**src/rtl/reg_rst_if.sv**
```systemverilog
// Bundle of the storage register's control, data and status signals.
// The master side drives load/clear/data/mask; the slave (the register)
// drives the stored value, the previous value and the change strobe.
interface reg_rst_if #(
  parameter int WIDTH = 8
);
  logic             en;
  logic             clr;
  logic [WIDTH-1:0] d;
  logic [WIDTH-1:0] wmask;
  logic [WIDTH-1:0] q;
  logic [WIDTH-1:0] q_prev;
  logic             changed;

  modport master (
    output en, clr, d, wmask,
    input  q, q_prev, changed
  );

  modport slave (
    input  en, clr, d, wmask,
    output q, q_prev, changed
  );
endinterface

```
**src/rtl/reg_rst.sv**
```systemverilog
// Parameterised D-type storage register with load enable, per-bit write
// mask, synchronous clear and asynchronous active-low reset. Besides the
// stored value it keeps the value held before the last real update and a
// one-cycle strobe marking that update. Every output comes straight from a
// flop.
module reg_rst #(
  parameter int          WIDTH    = 8,
  parameter logic [63:0] RST_VAL  = 64'd0,
  parameter bit          USE_MASK = 1'b1
) (
  input  logic    i_clk,
  input  logic    i_rst,   // asynchronous, active-low
  reg_rst_if.slave bus
);

  // Reset/clear value, truncated to the register width.
  localparam logic [WIDTH-1:0] RST_Q = RST_VAL[WIDTH-1:0];

  // Merge new data into the current value under the write mask.
  function automatic logic [WIDTH-1:0] masked_merge(
    input logic [WIDTH-1:0] cur,
    input logic [WIDTH-1:0] data,
    input logic [WIDTH-1:0] mask
  );
    return (data & mask) | (cur & ~mask);
  endfunction

  logic [WIDTH-1:0] r_q;
  logic [WIDTH-1:0] r_q_prev;
  logic             r_changed;

  logic [WIDTH-1:0] w_mask;
  logic [WIDTH-1:0] w_q_nxt;
  logic             w_diff;

  // Next stored value: clear beats load, load beats hold.
  always_comb begin
    w_mask  = {WIDTH{1'b1}};
    w_q_nxt = r_q;
    if (USE_MASK) begin
      w_mask = bus.wmask;
    end else begin
      w_mask = {WIDTH{1'b1}};
    end
    if (bus.clr) begin
      w_q_nxt = RST_Q;
    end else if (bus.en) begin
      w_q_nxt = masked_merge(r_q, bus.d, w_mask);
    end else begin
      // Hold path never looks at d, so an undriven d cannot leak in.
      w_q_nxt = r_q;
    end
    w_diff = (w_q_nxt != r_q);
  end

  // Storage, history and change strobe; history only moves on a real change.
  always_ff @(posedge i_clk or negedge i_rst) begin
    if (!i_rst) begin
      r_q       <= RST_Q;
      r_q_prev  <= RST_Q;
      r_changed <= 1'b0;
    end else begin
      r_q <= w_q_nxt;
      if (w_diff) begin
        r_q_prev  <= r_q;
        r_changed <= 1'b1;
      end else begin
        r_q_prev  <= r_q_prev;
        r_changed <= 1'b0;
      end
    end
  end

  assign bus.q       = r_q;
  assign bus.q_prev  = r_q_prev;
  assign bus.changed = r_changed;

endmodule

```
**src/flat_wrapper.sv**
```systemverilog
// flat-port wrapper written by rule: the top's interface ports become plain ports
module reg_rst_flat 
#(
  parameter int          WIDTH    = 8,
  parameter logic [63:0] RST_VAL  = 64'd0,
  parameter bit          USE_MASK = 1'b1
)
  (i_clk, i_rst, bus_en, bus_clr, bus_d, bus_wmask, bus_q, bus_q_prev, bus_changed);
  reg_rst_if #(.WIDTH(WIDTH)) bus_i ();
  input  logic i_clk;
  input  logic i_rst;
  input wire logic [$bits(bus_i.en)-1:0] bus_en;
  input wire logic [$bits(bus_i.clr)-1:0] bus_clr;
  input wire logic [$bits(bus_i.d)-1:0] bus_d;
  input wire logic [$bits(bus_i.wmask)-1:0] bus_wmask;
  output wire logic [$bits(bus_i.q)-1:0] bus_q;
  output wire logic [$bits(bus_i.q_prev)-1:0] bus_q_prev;
  output wire logic [$bits(bus_i.changed)-1:0] bus_changed;
  assign bus_i.en = bus_en;
  assign bus_i.clr = bus_clr;
  assign bus_i.d = bus_d;
  assign bus_i.wmask = bus_wmask;
  assign bus_q = bus_i.q;
  assign bus_q_prev = bus_i.q_prev;
  assign bus_changed = bus_i.changed;
  reg_rst #(.WIDTH(WIDTH), .RST_VAL(RST_VAL), .USE_MASK(USE_MASK)) u_core (.i_clk(i_clk), .i_rst(i_rst), .bus(bus_i));
endmodule
```
**config.mk**
```make
export PLATFORM = sky130hd
export DESIGN_NAME = reg_rst_flat
export DESIGN_NICKNAME = d
export VERILOG_FILES = /design/src/rtl/reg_rst_if.sv /design/src/rtl/reg_rst.sv /design/src/flat_wrapper.sv
export SDC_FILE = /design/constraint.sdc
export NUM_CORES = 1
export LEC_CHECK = 0
export CORE_MARGIN = 8
export CORE_UTILIZATION = 35
export DETAILED_ROUTE_END_ITERATION = 16
export PLACE_DENSITY_LB_ADDON = 0.25
export SYNTH_ARGS = -nofsm -noshare
export SYNTH_HDL_FRONTEND = slang
export SYNTH_SLANG_ARGS = --single-unit
export TNS_END_PERCENT = 10
```
**constraint.sdc**
```tcl
create_clock -name i_clk -period 2.6 [get_ports i_clk]
set_input_delay 0.39 -clock i_clk [delete_from_list [all_inputs] [get_ports i_clk]]
set_output_delay 0.39 -clock i_clk [all_outputs]
set_load 0.005 [all_outputs]
```
==> metrics.csv <==
metric,value,unit
"top cells by area, synth","dfrtp_1, nand2_1, mux2_2",
synth unique cells,16,
met1 WL,1080,um
R2R setup slack,670,ps
RSZ-0062 raised after global routing,no,
io pins,37,
CP Capture Type,register,
largest family of logic cells by synthesized area,simple AND/OR/NAND/NOR gates,
max cap viols,0,
Core Rows,18,
setup ws final,615,ps
routed wl met3,234,um
CTS tree,done,
DRC violations left,0,
post-synth top area share,48.8,%
CTS sink cnt,17,
Area growth syn-to-layout,51.5,%
Post-synth EDFFs,0,
number of gates resized after CTS,0,
CTS Root Cell,clkbuf_4,
pwr dens,461,nW/um^2
number of global-route vias before repair,909,
top-count cell post-synth,nand2_1,
Synth Area in Compound Gates,11.2,%
syn_area_per_cell,9.58,um^2
reg2reg path depth,5,
Setup WS pre-CTS,293,ps
"slowest stage delay, CP",400,ps
Bufs on Longest Clock Path,2,
Post-Syn Instances,91,
Max Used Layer,met4,
ant diodes,0,
Hold Crit Start,u_core.bus.q_prev[1]$_DFFE_PN0P_,
outcome,finished clean,
pins over their slew limit,0,
Comb power frac,27.1,%
cell family with most CP delay,buffers and inverters,
CP Max Fanout,22,
Most common cell on crit path,buf_4,
initial antenna violation count,0,
Switching Fraction,26.9,%
sequential share of power,49.3,%
first drt pass iteration count,4,
Clock Power Share,23.6,%
H-tree depth,1,
Syn Nets,111,
Layout fillers,233,
Die ar.,4340,um^2
core footprint,2410,um^2
GR Util All Layers,12.4,%
Die Ht,65.9,um
final net count,154,
RR Startpoint,u_core.bus.q[4]$_DFF_PN0_,
Peak supply drop,0.000260,V
Final Hold Vio Count,0,
HPWL Detailed,1920,um
Hold Path Stages,1,
Final Setup Violations,0,
top_reg_cell synth,dfrtp_1,
asr flop ratio synth,100,%
final WL,2490,um
Final period util,76.4,%
post-synthesis mux area share,10.3,%
worst-margin pin slew,765,ps
Worst Setup SP,bus_en,
Initial Utilization,36.2,%
sequential area share after synthesis,48.8,%
GRT overflow,0,
CP Depth,7,
Final Critical Period,1990,ps
CP bufs+invs,3,
Die X,65.9,um
Post-Synth XOR/XNOR Area,0,%
Leakage Power,0.000556,uW
first-pass GRT wire length,4220,um
post-route setup TNS,0,ps
Rel. slew slack,48.9,%
DRT iter0 DRCs,18,
Worst Path Required,2780,ps
Final GP Congestion,0.837,
Avg WL per Cell,15.3,um
Power Total,609,uW
Crit-path slowest cell,clkdlybuf4s50_1,
largest area contributor in the netlist,dfrtp_1,
achievable frequency,504,MHz
CTS Buf Count,3,
CP Class,input pin to register,
Post-CTS Setup Bufs,0,
layout cells sized above 1,12.8,%
routed wl met2,1130,um
P_sw,163,uW
count of buffers from port buffering,36,
Hold WC Path Type,register to register,
Syn. warnings,0,
Worst setup SP type,input pin,
clock skew,8.99,ps
internal power,445,uW
Post-CTS Hold Fix Bufs,0,
Post-Synth Simple-Gate Area,27.8,%
fraction of the mapped netlist area in adder cells,0,%
CP arrival,2170,ps
Synth Cell Area,872,um^2
Vias/cell,5.35,
Via Count,872,
clk slew on worst S/H paths,90,ps
CP Cell Sequence,clkdlybuf4s50_1 -> buf_4 -> nand4b_1 -> nand4_1 -> a2111oi_4 -> buf_4 -> mux2_2,
latest clock arrival within the worst-skew pair,300,ps
largest net degree at the start of global routing,23,
Post-DRT Antenna Nets,0,
Synth Register Bits,17,
Post-synth top cells,"nand2_1, dfrtp_1, a21oi_1",
## cell type report
cell class	count	area (um^2)	area share (%)
clock buffers	4	26.3	1.99
inverters	1	3.75	0.284
multi-input cells	70	430	32.6
flip-flops and latches	17	425	32.2
well taps	30	37.5	2.84
repair buffers	41	398	30.1
## sequential cells by signal, summed over array words and instances, names as in the netlist
| register | cells |
|---|---|
| u_core.bus.q_prev | 8 |
| u_core.bus.q | 8 |
| u_core.bus.changed | 1 |
## per-layer routing
layer,vias to the layer above,track usage [%]
li1,416,-
met1,414,15.2
met2,37,18.8
met3,5,4.41
met4,0,5.99
met5,-,0
## metrics by stage
| step | hold slack, ps | instance area, um^2 | instances | utilization [%] |
|---|---|---|---|---|
| 2_1_floorplan | 94.4 | 872 | 91 | - |
| 6_report | 516 | 1320 | 163 | 54.8 |
| 3_5_place_dp | 498 | 1290 | 159 | 53.7 |
| 4_1_cts | 520 | 1320 | 163 | 54.8 |
| 3_3_place_gp | 488 | 1290 | 159 | 53.7 |
| 5_1_grt | 551 | 1320 | 163 | 54.8 |
## power groups by stage
stage,Combinational [uW],Clock (uW),Sequential (uW)
finish,165,143,300
global route,181,162,304
CTS,168,147,300
detailed placement,167,0,305
global placement,165,0,305
floorplan,60.2,0,304
## worst paths after layout
check                                                    to
max                        u_core.bus.q_prev[0]$_DFFE_PN0P_
min                        u_core.bus.q_prev[1]$_DFFE_PN0P_
max reg2reg                u_core.bus.q_prev[0]$_DFFE_PN0P_
min reg2reg                u_core.bus.q_prev[1]$_DFFE_PN0P_
max in group asynchronous  u_core.bus.q_prev[0]$_DFFE_PN0P_
min in group asynchronous  u_core.bus.q_prev[5]$_DFFE_PN0P_
## logic make-up (layout without fill, tap and decap cells)
| family | Yosys count | after routing |
|---|---|---|
| compound gates | 14 | 14 |
| simple gates | 48 | 48 |
| flops | 17 | 17 |
| buf+inv | 4 | 46 |
| mux | 8 | 8 |
## cell usage in the layout (no fill, tap or decap), drive strengths merged
| cell | count |
|---|---|
| clkdlybuf4s50 | 36 |
| nand2 | 25 |
| dfrtp | 17 |
| a21oi | 9 |
| nand3 | 8 |
| nand4b | 8 |
| mux2 | 8 |
| buf | 5 |
| o22ai | 4 |
| clkbuf | 4 |
| nor4 | 2 |
| nand4 | 2 |
| nor2 | 2 |
| nand2b | 1 |
| a2111oi | 1 |
| inv | 1 |
(Power assumes the default switching activity.)
